<file path="src/rtl/rf_pkg.sv">
// Shared types and default sizing for the parametrised register file and its dump engine.
package rf_pkg;

  typedef enum logic [1:0] {
    RF_IDLE,
    RF_SCAN,
    RF_DONE
  } rf_state_e;

  localparam int RF_XLEN_DEF  = 32;
  localparam int RF_NREGS_DEF = 32;

endpackage

</file>
<file path="src/rtl/rf_dump_ctrl.sv">
// Sequential dump engine: walks register indices 0..NREGS-1 under a valid/ready handshake.
module rf_dump_ctrl
  import rf_pkg::*;
#(
  parameter int NREGS = RF_NREGS_DEF,
  parameter int AW    = $clog2(NREGS)
) (
  input  logic          clk,
  input  logic          rst,
  input  logic          start,
  input  logic          ready,
  output logic          valid,
  output logic [AW-1:0] idx,
  output logic          busy,
  output logic          done
);

  localparam logic [AW-1:0] LAST = AW'(NREGS - 1);

  rf_state_e     state, state_next;
  logic [AW-1:0] idx_next;

  always_ff @(posedge clk) begin
    if (rst) begin
      state <= RF_IDLE;
      idx   <= '0;
    end else begin
      state <= state_next;
      idx   <= idx_next;
    end
  end

  // The index only advances on an accepted beat and stops at LAST, so it never wraps.
  always_comb begin
    state_next = state;
    idx_next   = idx;
    valid      = 1'b0;
    busy       = 1'b0;
    done       = 1'b0;
    unique case (state)
      RF_IDLE: begin
        if (start) begin
          state_next = RF_SCAN;
          idx_next   = '0;
        end
      end
      RF_SCAN: begin
        valid = 1'b1;
        busy  = 1'b1;
        if (ready) begin
          if (idx == LAST) state_next = RF_DONE;
          else             idx_next   = idx + AW'(1);
        end
      end
      RF_DONE: begin
        busy       = 1'b1;
        done       = 1'b1;
        state_next = RF_IDLE;
      end
      default: state_next = RF_IDLE;
    endcase
  end

endmodule

</file>
<file path="src/rtl/rf_param_dump.sv">
// Parametrised register file (2 async reads, 1 sync write, r0 hardwired to zero) with a dump port.
// Define RF_BYPASS_EN to forward same-cycle write data onto matching read and dump outputs.
module rf_param_dump
  import rf_pkg::*;
#(
  parameter int XLEN  = RF_XLEN_DEF,
  parameter int NREGS = RF_NREGS_DEF,
  parameter int AW    = $clog2(NREGS)
) (
  input  logic            clk,
  input  logic            rst,
  input  logic [AW-1:0]   RFregister1,
  input  logic [AW-1:0]   RFregister2,
  input  logic [AW-1:0]   RFdestination_register,
  input  logic [XLEN-1:0] RFwrite_data,
  input  logic            RFwenable,
  output logic [XLEN-1:0] RFdata1,
  output logic [XLEN-1:0] RFdata2,
  input  logic            RFdump_start,
  input  logic            RFdump_ready,
  output logic            RFdump_valid,
  output logic [AW-1:0]   RFdump_idx,
  output logic [XLEN-1:0] RFdump_data,
  output logic            RFdump_busy,
  output logic            RFdump_done
);

  logic [XLEN-1:0] regs [NREGS];
  logic            wr_en;

  assign wr_en = RFwenable && (RFdestination_register != '0);

  always_ff @(posedge clk) begin
    if (rst) begin
      for (int i = 0; i < NREGS; i++) regs[i] <= '0;
    end else if (wr_en) begin
      regs[RFdestination_register] <= RFwrite_data;
    end
  end

  rf_dump_ctrl #(
    .NREGS(NREGS),
    .AW   (AW)
  ) u_dump_ctrl (
    .clk  (clk),
    .rst  (rst),
    .start(RFdump_start),
    .ready(RFdump_ready),
    .valid(RFdump_valid),
    .idx  (RFdump_idx),
    .busy (RFdump_busy),
    .done (RFdump_done)
  );

  // Dump data is live from the array, never snapshotted at start.
  always_comb begin
    RFdata1     = (RFregister1 == '0) ? '0 : regs[RFregister1];
    RFdata2     = (RFregister2 == '0) ? '0 : regs[RFregister2];
    RFdump_data = (RFdump_idx  == '0) ? '0 : regs[RFdump_idx];
`ifdef RF_BYPASS_EN
    if (wr_en && (RFdestination_register == RFregister1)) RFdata1     = RFwrite_data;
    if (wr_en && (RFdestination_register == RFregister2)) RFdata2     = RFwrite_data;
    if (wr_en && (RFdestination_register == RFdump_idx))  RFdump_data = RFwrite_data;
`endif
  end

endmodule

</file>
<file path="config.mk">
export PLATFORM = sky130hd
export DESIGN_NAME = rf_param_dump
export DESIGN_NICKNAME = d
export VERILOG_FILES = /design/src/rtl/rf_pkg.sv /design/src/rtl/rf_dump_ctrl.sv /design/src/rtl/rf_param_dump.sv
export SDC_FILE = /design/constraint.sdc
export NUM_CORES = 2
export LEC_CHECK = 0
export BUFFER_PORTS_ARGS = -buffer_cell sky130_fd_sc_hd__buf_4
export CORE_AREA = 3 3 432 434
export DETAILED_ROUTE_END_ITERATION = 6
export DIE_AREA = 0 0 435 437
export SYNTH_ARGS = -nofsm -noshare
export SYNTH_HDL_FRONTEND = slang
export SYNTH_SLANG_ARGS = --single-unit
</file>
<file path="constraint.sdc">
create_clock -name clk -period 7.5 [get_ports clk]
set_clock_uncertainty 0.15 [all_clocks]
set_input_delay 2.25 -clock clk [delete_from_list [all_inputs] [get_ports clk]]
set_output_delay 2.25 -clock clk [all_outputs]
set_load 0.02 [all_outputs]
</file>
==> impl_metrics.toml <==
[global_routing]
grt.met1_usage = 0.334
busiest_layer = "met2"
grt_usage = 0.261
grt_pass1_vias = 43700
grt_pass1_wl_mm = 351
antenna_found_initial = 26
gr-usage-met3 = 0.0676
grt-ovfl-total = 0
grt_max_degree = 66
use_met2 = 0.402

[floorplan]
core_area_um2 = 183000
start_util = 0.349
ios = 156
die_h_um = 437
dieArea_um2 = 190000
fp-row-count = 157
die_width_um = 435

[drt]
vias = 44800
finalWirelength_mm = 255
avgViaCountPerCell = 6.47
wire_per_inst_um = 36.8
drtIter0Drc = 7108
drc = 0
firstDrtPassIters = 6
drtAntennaViolNets = 0

[synthesis]
synth_xor_area_frac = 0.000411
synth-adder-area-share = 0.00117
synth_compound_area_frac = 0.0603
synthSimpleGateAreaFrac = 0.117
synth_top_family_by_area = "multiplexers"
synth_edf_count = 1024
synthCells = 4299
ys_seq_area_frac = 0.485
syn_avg_cell_area_um2 = 14.9
synth_area_um2 = 63900
yosys_warnings = 0
synth-main-ff-cell = "edfxtp_1"
muxShareOfSynthArea = 0.292
synth_seq_cells = 1036
async_flop_share = 0
ys_types = 57

[cells_and_area]
area.growth.synth_to_final_pct = 12.8
final_cell_mix = "edfxtp_1 (1,024), and2_1 (992), mux4_2 (597), buf_4 (350), mux2i_1 (256)"
fin_util = 0.394
drive_gt1_frac = 0.298
stdcell_count = 6934
layout_commonest_cell = "edfxtp_1"
final_nets = 4415
fillers = 16900

[clocking]
clockRootBuffer = "clkbuf_16"
ctsHoldBuffers = 0
clk_pin_slew_ns = 0.06
cts_setup_buffers = 0
cts.htree.levels = 3
clk_latency_ns = 0.78
numCtsBuffers = 117
clockBufferDepth = 3
cts.sinks = 1036
cts_tree = "built"

[sta]
slew_headroom = 0.204
fin_ws_ns = 0.00742
slew_violations = 0
fmax_mhz = 133
fin_crit_ns = 7.49
final-setup-viol-count = 0
tightest_slew_ns = 1.19
min_period_over_period = 0.999
hold_viol = 0
rsz0062_at_grt = "false"

[worst_setup_path]
crit_top_cell = "buf_4"
end_kind = "primary output"
cpPeakStageDelay_ns = 0.81
criticalPathCategory = "in2out"
start_kind = "primary input"
crit_arrival_ns = 5.09
crit_fanout = 19
worstPathCellList = "buf_6 -> buf_4 -> clkinv_2 -> nor2_1 -> a22oi_1 -> a311oi_1 -> buf_4"
worstPathRequired_ns = 5.10
slowest_stage = "a311oi_1"

[run]
cap_violations = 0

[placement]
placed_cells = 6702
post-place-ws_ns = -0.202
post-dp-hpwl_mm = 158
globalplace.congestion = 0.905
placement.io_buffers = 155

[pwr]
power_density_nw_per_um2 = 210
ir_worst_vdd_mv = 0.191
leakage_nw = 24.0
power.total_w = 0.0151

[run_status]
status = "complete, no violations"

[hold_path]
min_path_type = "reg2reg"
==> per-stage QoR <==
stage / TNS [ns] / cell area (um^2) / hold slack [ns]
6_report: 0 / 72100 / 0.371
5_1_grt: 0 / 72100 / 0.400
4_1_cts: 0 / 72000 / 0.369
3_5_place_dp: -0.202 / 68400 / 0.356
3_3_place_gp: -0.190 / 68400 / 0.357
2_1_floorplan: 0 / 64000 / 0.334
==> sequential cells by signal (all words and copies together) (netlist names), named ones only <==
name               cells
u_dump_ctrl.state      2
u_dump_ctrl.idx        5
regs                1024
==> where the power goes <==
part / internal [W] / switching [W] / leakage (nW) / total, W
combinational: 0.00105 / 0.00144 / 12.4 / 0.00249
sequential: 0.00669 / 0.000257 / 9.85 / 0.00695
clock: 0.00317 / 0.00252 / 1.80 / 0.00569
total: 0.0109 / 0.00421 / 24.0 / 0.0151
==> cell usage after synthesis, types with 65 or more instances <==
| library cell | count | area, um^2 |
|---|---|---|
| edfxtp_1 | 1024 | 30700 |
| and2_1 | 995 | 6220 |
| mux2i_1 | 256 | 2560 |
| o21ai_0 | 105 | 526 |
| mux4_2 | 597 | 13400 |
| clkbuf_1 | 275 | 1030 |
| a221oi_1 | 70 | 613 |
| buf_4 | 65 | 488 |
| a22oi_1 | 96 | 721 |
| mux4_1 | 70 | 1840 |
| nor2b_1 | 69 | 432 |
| buf_2 | 83 | 415 |
| a211oi_1 | 66 | 495 |
==> final cells by class <==
| type | count | area [um^2] | area share |
|---|---|---|---|
| Sequential cell | 1036 | 31000 | 0.430 |
| Multi-Input combinational cell | 2788 | 30600 | 0.424 |
| Timing Repair Buffer | 405 | 3690 | 0.0512 |
| Tap cell | 2464 | 3080 | 0.0428 |
| Clock buffer | 144 | 3030 | 0.0420 |
| Clock inverter | 75 | 651 | 0.00903 |
| Inverter | 9 | 40.0 | 0.000555 |
| Antenna cell | 13 | 32.5 | 0.000451 |
==> worst max-delay path, delay by kind of cell <==
family	cells	cell delay [ns]
and+or+nand+nor	1	0.59
AOI/OAI and AO/OA	2	1.13
buffers and inverters	4	1.03
==> final timing paths <==
path	cells after the start	to	slack [ns]	from
worst max-delay path	7	RFdata2[26]	0.007	RFregister2[0]
worst min-delay path	2	u_dump_ctrl.state[1]$_SDFFE_PP0P_	0.37	u_dump_ctrl.state[1]$_SDFFE_PP0P_
worst max register to register	7	flop	5.22	u_dump_ctrl.idx[0]$_SDFFE_PP0N_
worst min register to register	2	u_dump_ctrl.state[1]$_SDFFE_PP0P_	0.37	u_dump_ctrl.state[1]$_SDFFE_PP0P_
==> per-layer routing <==
layer | part of all wire | up-vias | wire length (um)
li1 | - | 17300 | -
met1 | 0.36 | 23300 | 92100
met2 | 0.45 | 3551 | 115000
met3 | 0.12 | 759 | 30400
met4 | 0.067 | 8 | 17000
met5 | 0.00016 | - | 41
==> cells by family after synthesis <==
logic type / Yosys count
other cells: 1
fa+ha+maj: 6
simple gates: 1228
xor+xnor: 3
compound gates: 527
buf+inv: 506
flops: 1036
mux: 992
==> what timing repair did <==
action                                  CTS  global route
endpoints found under the setup margin    1             1
pin swaps                                 0             0
resized for setup                         1             1
(Power assumes the default switching activity.)
